--- config.mk ---
export PLATFORM = sky130hd
export DESIGN_NAME = control_unit
export DESIGN_NICKNAME = d
export VERILOG_FILES = /design/src/rtl/cu_pkg.sv /design/src/rtl/cu_dst_decoder.sv /design/src/rtl/control_unit.sv
export SDC_FILE = /design/constraint.sdc
export NUM_CORES = 1
export LEC_CHECK = 0
export CAP_MARGIN = 0
export CORE_ASPECT_RATIO = 0.8
export CORE_MARGIN = 2
export CORE_UTILIZATION = 30
export DETAILED_ROUTE_END_ITERATION = 8
export HOLD_SLACK_MARGIN = 0.12
export PLACE_DENSITY = 0.58
export SLEW_MARGIN = 20
export SYNTH_ARGS = -nofsm -noshare
export SYNTH_HDL_FRONTEND = slang
export SYNTH_HIERARCHICAL = 1
export SYNTH_SLANG_ARGS = --single-unit
--- constraint.sdc ---
create_clock -name clk -period 3.3 [get_ports clk]
set_input_delay 0.495 -clock clk [delete_from_list [all_inputs] [get_ports clk]]
set_output_delay 0.495 -clock clk [all_outputs]
set_load 0.005 [all_outputs]
--- src/rtl/cu_pkg.sv ---
// cu_pkg: shared state encoding, opcode, register-select and ALU constants for control_unit
package cu_pkg;
  typedef enum logic [2:0] {
    S_IDLE, S_FETCH1, S_FETCH2, S_DECODE, S_EXEC1, S_EXEC2, S_HALT
  } state_t;
  localparam logic [3:0] OP_NOP  = 4'h0;
  localparam logic [3:0] OP_MOV  = 4'h1;
  localparam logic [3:0] OP_ADD  = 4'h2;
  localparam logic [3:0] OP_SUB  = 4'h3;
  localparam logic [3:0] OP_JMP  = 4'h4;
  localparam logic [3:0] OP_JZ   = 4'h5;
  localparam logic [3:0] OP_HALT = 4'hF;
  localparam logic [2:0] SEL_L = 3'b111;
  localparam logic [2:0] SEL_W = 3'b010;
  localparam logic [2:0] SEL_K = 3'b011;
  localparam logic [2:0] SEL_T = 3'b001;
  localparam logic [2:0] SEL_X = 3'b101;
  localparam logic [2:0] SEL_J = 3'b110;
  // ALU result register shares the J mux slot
  localparam logic [2:0] SEL_ALU = 3'b110;
  localparam logic [1:0] ALU_PASS = 2'b00;
  localparam logic [1:0] ALU_ADD  = 2'b01;
  localparam logic [1:0] ALU_SUB  = 2'b10;
  function automatic logic op_defined(input logic [3:0] op);
    return op <= OP_JZ || op == OP_HALT;
  endfunction
endpackage

--- src/rtl/cu_dst_decoder.sv ---
// cu_dst_decoder: 3-bit register select plus enable to one-hot {J,X,T,K,W,L} write enables
module cu_dst_decoder
  import cu_pkg::*;
(
  input  logic [2:0] code,
  input  logic       en,
  output logic [5:0] wr_en
);
  assign wr_en = en ? {code == SEL_J, code == SEL_X, code == SEL_T,
                       code == SEL_K, code == SEL_W, code == SEL_L} : 6'b0;
endmodule

--- src/rtl/control_unit.sv ---
// control_unit: fetch/decode/execute sequencer for the 24-bit datapath.
// Define CU_ILLEGAL_TRAP_EN to halt with a sticky illegal flag on undefined opcodes.
module control_unit
  import cu_pkg::*;
#(
  parameter int CNT_W = 16
) (
  input  logic             clk,
  input  logic             rst,
  input  logic             start,
  input  logic [11:0]      instr_in,
  input  logic             z_flag,
  output logic [2:0]       mux_sel,
  output logic [5:0]       wr_en,
  output logic [1:0]       alu_op,
  output logic             alu_en,
  output logic             mem_rd,
  output logic             pc_inc,
  output logic             pc_load,
  output logic             busy,
  output logic             halt,
  output logic             illegal,
  output logic [CNT_W-1:0] instr_count
);
  state_t           state_q, state_d;
  logic [11:0]      ir_q, ir_d;
  logic [CNT_W-1:0] cnt_q, cnt_d;
  logic [3:0]       op;
  logic [2:0]       dst, src;
  logic             undef, arith, trap, retire, uses_src, wr_go, e1, e2, dec;
  logic             unused_ir;
  assign op        = ir_q[11:8];
  assign dst       = ir_q[5:3];
  assign src       = ir_q[2:0];
  assign unused_ir = ^ir_q[7:6];
  assign undef     = !op_defined(op);
  assign arith     = op == OP_ADD || op == OP_SUB;
  assign dec       = state_q == S_DECODE;
  assign e1        = state_q == S_EXEC1;
  assign e2        = state_q == S_EXEC2;
`ifdef CU_ILLEGAL_TRAP_EN
  logic illegal_q, illegal_d;
  assign trap      = undef;
  assign illegal_d = illegal_q | (dec && undef);
  assign illegal   = illegal_q;
`else
  assign trap    = 1'b0;
  assign illegal = dec && undef;
`endif
  always_comb begin
    state_d = state_q;
    case (state_q)
      S_IDLE:   state_d = start ? S_FETCH1 : S_IDLE;
      S_FETCH1: state_d = S_FETCH2;
      S_FETCH2: state_d = S_DECODE;
      S_DECODE: state_d = (op == OP_HALT || trap) ? S_HALT : S_EXEC1;
      S_EXEC1:  state_d = arith ? S_EXEC2 : S_FETCH1;
      S_EXEC2:  state_d = S_FETCH1;
      default:  state_d = state_q;
    endcase
    ir_d   = state_q == S_FETCH2 ? instr_in : ir_q;
    retire = (dec && op == OP_HALT) || (e1 && !arith) || e2;
    cnt_d  = (retire && !(&cnt_q)) ? cnt_q + 1'b1 : cnt_q;
  end
  always_ff @(posedge clk) begin
    if (rst) begin
      state_q <= S_IDLE;
      ir_q    <= '0;
      cnt_q   <= '0;
`ifdef CU_ILLEGAL_TRAP_EN
      illegal_q <= 1'b0;
`endif
    end else begin
      state_q <= state_d;
      ir_q    <= ir_d;
      cnt_q   <= cnt_d;
`ifdef CU_ILLEGAL_TRAP_EN
      illegal_q <= illegal_d;
`endif
    end
  end
  assign uses_src    = e1 && (op == OP_MOV || arith || op == OP_JMP || op == OP_JZ);
  assign wr_go       = (e1 && op == OP_MOV) || e2;
  assign mux_sel     = e2 ? SEL_ALU : uses_src ? src : SEL_L;
  assign alu_op      = (e1 && op == OP_ADD) ? ALU_ADD : (e1 && op == OP_SUB) ? ALU_SUB : ALU_PASS;
  assign alu_en      = e1 && arith;
  assign mem_rd      = state_q == S_FETCH1;
  assign pc_inc      = state_q == S_FETCH2;
  assign pc_load     = e1 && (op == OP_JMP || (op == OP_JZ && z_flag));
  assign busy        = state_q != S_IDLE && state_q != S_HALT;
  assign halt        = state_q == S_HALT;
  assign instr_count = cnt_q;
  cu_dst_decoder u_dst (
    .code  (dst),
    .en    (wr_go),
    .wr_en (wr_en)
  );
endmodule
==> results.json, run 1 <==
{
  "ys_types": 45,
  "setup_total_negative_slack_ps": 0,
  "cpPeakStageDelay_ps": 530,
  "port-buffer-count": 47,
  "yosys_register_bits": 29,
  "critical_path_peak_fanout": 12,
  "crit_type": "flop to output pin",
  "rsz_0062_raised_after_global_routing": "false",
  "crit_path_cell_trace": "nand2b_1, nor4_1, a32o_1, and4b_2, clkdlybuf4s50_1",
  "max-vdd-ir-drop_uv": 218.1,
  "num_antenna_cells": 0,
  "outcome": "complete, no violations",
  "synth_top_flop_cell": "sky130_fd_sc_hd__dfxtp_1",
  "tritoncts.num_buffers": 5,
  "die-area_mm2": 0.006220,
  "vias": 1657,
  "crit_path_end_kind": "output pin",
  "timing_max_transition_violations_final": 0,
  "synth_cells": 196,
  "cts.path.max_buffers": 2,
  "power_density_mw_per_mm2": 303.1,
  "asyncSetResetFlopFracSynth_pct": 0,
  "total_leakage_power_nw": 0.7601,
  "hold_path_startpoint": "ir_q[1]$_SDFFE_PP0P_",
  "initial_core_util_pct": 30.92,
  "post-route-period-util_pct": 85.55,
  "synth_edf_count": 0,
  "post-route-drc-count": 0,
  "max_freq_mhz": 354.2,
  "synthesis.yosys.warnings": 6,
  "synthDominantCellAreaShare_pct": 34.55,
  "tritoncts": "done",
  "final.min_clock_period_ps": 2823,
  "rows": 24,
  "numClockSinks": 29,
  "first_global_vias": 1489,
  "grt_max_degree": 25,
  "die_h_um": 70.94,
  "postLayoutSetupSlackWorst_ps": 476.8,
  "synth_seq_area_share_pct": 34.55,
  "via_per_inst": 5.130,
  "grt_use_total_pct": 13.74,
  "post-route-util_pct": 42.68,
  "postRouteWirelength_um": 4154,
  "syn_nets": 215,
  "first_pass_iters": 4,
  "wl_per_instance_um": 12.86,
  "post_cts_resized": 0,
  "cp-start-kind": "flop",
  "n_fill_cell": 542,
  "cts_root_buf": "sky130_fd_sc_hd__clkbuf_8",
  "worst_ep_arrival_time_ps": 2330,
  "chipWidth_um": 87.68,
  "clk_pin_slew_worst_paths_ps": 60,
  "num_io_pins": 50,
  "grt_first_pass_wirelength_um": 6893,
  "hpwl_after_detailed_placement_um": 2968,
  "cap_violations": 0,
  "synth_area_leaders": "sky130_fd_sc_hd__dfxtp_1, sky130_fd_sc_hd__mux2i_1, sky130_fd_sc_hd__nor2_1, sky130_fd_sc_hd__a21oi_1, sky130_fd_sc_hd__or4_1",
  "post-synth-top-area-cell": "sky130_fd_sc_hd__dfxtp_1",
  "hp-class": "flop to flop",
  "fp.coreArea_mm2": 0.005435,
  "post-cts-setup-buffers": 0,
  "synth.cell_area_mm2": 0.001680,
  "setup_viol_count_final": 0,
  "worst_slew_pin_slew_ps": 455.3,
  "global_route.overflow_total": 0,
  "insertion_delay_ps": 280,
  "number_of_failing_hold_endpoints_at_the_final_stage": 0,
  "antenna_found_initial": 0,
  "synth_area_per_cell_um2": 8.573,
  "drt-initial-drc-count": 47,
  "h-tree-depth": 2,
  "dp_worst_setup_slack_ps": 758.6,
  "multi_input_area_mm2": 0.001035,
  "slew_headroom_pct": 69.60,
  "reg2reg_from": "state_q[0]$_SDFFE_PP0P_",
  "final.setup_skew_ps": 6.365,
  "gp_congestion": 0.7419,
  "nets": 263,
  "slowest_stage": "sky130_fd_sc_hd__dfxtp_1",
  "final_layout_size_suffix_gt1_share_pct": 12.24,
  "antenna_violating_nets_post_route": 0,
  "syn2layout_area_growth_pct": 38.05,
  "crit_required_ps": 2800,
  "register_area_um2": 580.6,
  "worstSetupStartpoint": "state_q[2]$_SDFFE_PP0P_",
  "cts-hold-fix-buffers": 0
}
## Yosys cell counts, drive strengths merged (3+ instances only)
| master | instances |
|---|---|
| nor2b | 6 |
| dfxtp | 29 |
| nand2 | 7 |
| or4 | 8 |
| nor2 | 19 |
| or2 | 3 |
| o31ai | 7 |
| nor3 | 3 |
| o21ai | 5 |
| a21oi | 14 |
| a211oi | 3 |
| ha | 3 |
| buf | 5 |
| nand3b | 3 |
| nand2b | 3 |
| or3 | 5 |
| mux2 | 4 |
| and4b | 3 |
| nand3 | 9 |
| nand4 | 4 |
| mux2i | 9 |
| inv | 7 |
| clkbuf | 5 |
| and3 | 3 |
| nor4 | 7 |
| nor3b | 4 |
## routing by layer
layer	GRT usage (%)	routed length, um	vias to the layer above
li1	-	-	841
met1	19.96	2162	777
met2	19.78	1803	32
met3	3.384	141	7
met4	4.615	47	0
met5	0	0	-
## worst max-delay path: cells and delay by family, from the launching register on
family	cells	cell delay [ps]
flip-flops	1	530
buffers and inverters	1	500
AND/OR/NAND/NOR	3	700
AO/OA/AOI/OAI	1	320
## through the flow
stage               total power, mW  std cells  instance area [um2]  hold slack, ps
floorplan                    0.4003        196                 1680           452.3
global placement             0.4310        315                 2240           468.9
detailed placement           0.4314        315                 2240           476.6
CTS                          0.7131        323                 2320           491.0
global route                 0.7377        323                 2320           529.4
finish                       0.7030        323                 2320           486.3
## final timing paths
| kind | end | slack [ps] | depth (start not counted) |
|---|---|---|---|
| worst min-delay path | ir_q[1]$_SDFFE_PP0P_ | 490 | 2 |
| worst max-delay path | wr_en[2] | 480 | 5 |
| worst min register to register | ir_q[1]$_SDFFE_PP0P_ | 490 | 2 |
| worst max register to register | instr_count[7]$_SDFFE_PP0P_ | 1250 | 4 |
## layout make-up
class | count | share of cell area [%]
timing repair buffer | 51 | 21.58
sequential | 29 | 25.03
multi-input combinational | 150 | 44.61
tap | 78 | 4.207
inverter | 7 | 1.133
clock buffer | 8 | 3.452
## placed cells by master, fill, tap and decap left out, drive strengths merged, types with 5 or more instances in the layout
cell           Yosys  routed
nor2b              6       6
clkbuf             5       8
or4                8       8
mux2i              9       9
dfxtp             29      29
nor2              19      19
a21oi             14      14
nor4               7       7
or3                5       5
nand3              9       9
o21ai              5       5
inv                7       7
clkdlybuf4s50      0      47
o31ai              7       7
nand2              7       7
## logic make-up after synthesis
family / after synthesis / share of synthesized area [%]
compound gates: 39 / 15.12
fa+ha+maj: 3 / 2.234
buf+inv: 17 / 4.542
flops: 29 / 34.55
mux: 13 / 8.042
simple gates: 95 / 35.52
## flip-flops by register name, summed over array words and instances, names as in the netlist
signal       flops
state_q          3
ir_q            10
instr_count     16
## where the power goes
group          total [mW]  switching, mW  internal, mW
Combinational      0.0573         0.0230        0.0343
Sequential          0.366         0.0103         0.356
Clock               0.279          0.130         0.150
Total               0.703          0.163         0.540
Note: power is estimated with default switching activity, not from simulation.
==> run 2, diff against run 1 <==
--- a/config.mk
+++ b/config.mk
@@ -19 +19,2 @@
 export SYNTH_SLANG_ARGS = --single-unit
+export TNS_END_PERCENT = 100
--- a/constraint.sdc
+++ b/constraint.sdc
@@ -3,2 +3,2 @@
 set_output_delay 0.495 -clock clk [all_outputs]
-set_load 0.005 [all_outputs]
+set_load 0.05 [all_outputs]
==> run 2 against run 1 <==
  * First-iteration DRC count increased by 28%
  * Hold slack improved by 11 ps
  * Cell count stayed put
  * Combinational power grew 18%
  * Critical path depth shrank 1
  * Clock skew about the same
  * Fmax down 3.5%
  * Critical path type unchanged
  * Global-route usage up 0.38 points
  * Flip-flop and latch count unchanged
  * Sequential power about the same
  * Highest routed layer unchanged
==> results.json, run 2 (synthesized netlist as in run 1, its figures left out) <==
{
  "grt_use_total_pct": 14.12,
  "reg2reg_to": "instr_count[7]$_SDFFE_PP0P_",
  "final_common_cell": "sky130_fd_sc_hd__clkdlybuf4s50_1",
  "timing_max_transition_violations_final": 0,
  "hold_path_startpoint": "ir_q[2]$_SDFFE_PP0P_",
  "commonest_non_fill_non_tap_cells_in_the_layout": "sky130_fd_sc_hd__clkdlybuf4s50_1, sky130_fd_sc_hd__dfxtp_1, sky130_fd_sc_hd__nor2_1",
  "cap_violations": 0,
  "reg2reg_from": "state_q[0]$_SDFFE_PP0P_",
  "die_h_um": 70.94,
  "first_pass_iters": 4,
  "power.share.sequential_pct": 48.4,
  "min_path_cells": 2,
  "chipWidth_um": 87.68,
  "placed_cell_area_mm2": 0.002240,
  "setup_total_negative_slack_ps": 0,
  "outcome": "complete, no violations",
  "drt-initial-drc-count": 60,
  "antenna_violating_nets_post_route": 0,
  "post-route-drc-count": 0,
  "max_freq_mhz": 342.0,
  "cp-start-kind": "flop",
  "crit_type": "flop to output pin",
  "num_io_pins": 50,
  "first_global_vias": 1491,
  "tritoncts.num_buffers": 5,
  "gp_congestion": 0.7457,
  "rows": 24,
  "post-layout-total-power_mw": 0.7568,
  "slew_headroom_pct": 65.33,
  "grt_max_degree": 25,
  "crit_required_ps": 2800,
  "worstRegToRegCells": 4,
  "nets": 263,
  "p_sw_mw": 0.1783,
  "cts-hold-fix-buffers": 0,
  "antenna_found_initial": 0,
  "rrSetupSlack_ps": 1240,
  "power.share.clock_pct": 42.7,
  "num_antenna_cells": 0,
  "postRouteWirelength_um": 4176,
  "post-route-cell-area_mm2": 0.002356,
  "critical_path_peak_fanout": 12,
  "tritoncts": "done",
  "rsz_0062_raised_after_global_routing": "false",
  "max-vdd-ir-drop_uv": 147.7,
  "wl_per_instance_um": 12.93,
  "setup_viol_count_final": 0,
  "comb_power_share_pct": 8.9,
  "global_route.overflow_total": 0,
  "h-tree-depth": 2,
  "syn2layout_area_growth_pct": 40.21,
  "clk_pin_slew_worst_paths_ps": 60,
  "power_density_mw_per_mm2": 321.2,
  "post-route-period-util_pct": 88.61,
  "worst_ep_arrival_time_ps": 2430,
  "initial_core_util_pct": 30.92,
  "vias": 1620,
  "whs_endpoint": "ir_q[2]$_SDFFE_PP0P_",
  "cts.path.max_buffers": 2,
  "insertion_delay_ps": 270,
  "worst_slew_pin_slew_ps": 518.4,
  "largest_register_ffs": 16,
  "port-buffer-count": 47,
  "die-area_mm2": 0.006220,
  "post_route_hold_slack_ps": 497.4,
  "final.min_clock_period_ps": 2924,
  "grt_first_pass_wirelength_um": 7093,
  "total_leakage_power_nw": 0.8874,
  "dpl.cell_count": 315,
  "final_layout_size_suffix_gt1_share_pct": 13.47,
  "fp.coreArea_mm2": 0.005435,
  "crit_path_end_kind": "output pin",
  "hpwl_after_detailed_placement_um": 2976,
  "final.setup_skew_ps": 6.493,
  "via_per_inst": 5.015,
  "number_of_failing_hold_endpoints_at_the_final_stage": 0,
  "netSwitchingFraction_pct": 23.56,
  "numClockSinks": 29,
  "cts_root_buf": "sky130_fd_sc_hd__clkbuf_8",
  "layout.cells.non_filler": 323,
  "power.internal_mw": 0.5785,
  "hp-class": "flop to flop"
}
[run 2: what timing repair did]
item,in CTS,in global routing
resized for setup,0,6
endpoints found under the setup margin,0,6
setup buffers,0,0
[run 2: worst max-delay path by stage]
stage / startpoint / slack [ps] / to
2_1_floorplan: state_q[2]$_SDFFE_PP0P_ / 780 / alu_op[0]
4_1_cts: state_q[2]$_SDFFE_PP0P_ / 160 / wr_en[2]
3_3_place_gp: state_q[2]$_SDFFE_PP0P_ / 480 / wr_en[4]
6_report: state_q[2]$_SDFFE_PP0P_ / 380 / mux_sel[1]
5_1_grt: state_q[2]$_SDFFE_PP0P_ / 190 / mux_sel[1]
3_5_place_dp: state_q[2]$_SDFFE_PP0P_ / 470 / wr_en[5]
[run 2: per-stage QoR]
step           setup WS (ps)  utilization, %
3_3_place_gp           476.2           41.21
3_5_place_dp           470.9           41.21
4_1_cts                160.4           43.07
2_1_floorplan          778.5               -
5_1_grt                191.6           43.35
6_report               375.8           43.35
[run 2: power by group through the flow]
stage	Combinational (mW)	Sequential [mW]	Clock (mW)
6_report	0.0675	0.366	0.323
2_1_floorplan	0.0410	0.370	0
5_1_grt	0.0734	0.368	0.357
4_1_cts	0.0682	0.366	0.334
3_5_place_dp	0.0679	0.374	0
3_3_place_gp	0.0675	0.374	0
[run 2: final cells by class]
type	count	area [um2]
Fill cell	555	3079
Clock buffer	7	96.34
Tap cell	78	97.59
Timing Repair Buffer	51	515.5
Sequential cell	29	580.6
Clock inverter	1	5.005
Multi-Input combinational cell	150	1035
Inverter	7	26.28
[run 2: metal layers]
layer  up-vias  global-route usage, %  routed length [um]
met5         -                      0                   0
met4         0                  3.590                  17
met3         2                  3.617                 103
met2        19                  20.71                1796
li1        843                      -                   -
met1       756                  20.60                2258
[run 2: worst max-delay path, stage by stage (launching register included)]
cell,delay (ps)
sky130_fd_sc_hd__dfxtp_1,540
sky130_fd_sc_hd__nor2b_1,370
sky130_fd_sc_hd__nand3_1,210
sky130_fd_sc_hd__or2_2,320
sky130_fd_sc_hd__clkdlybuf4s50_1,710
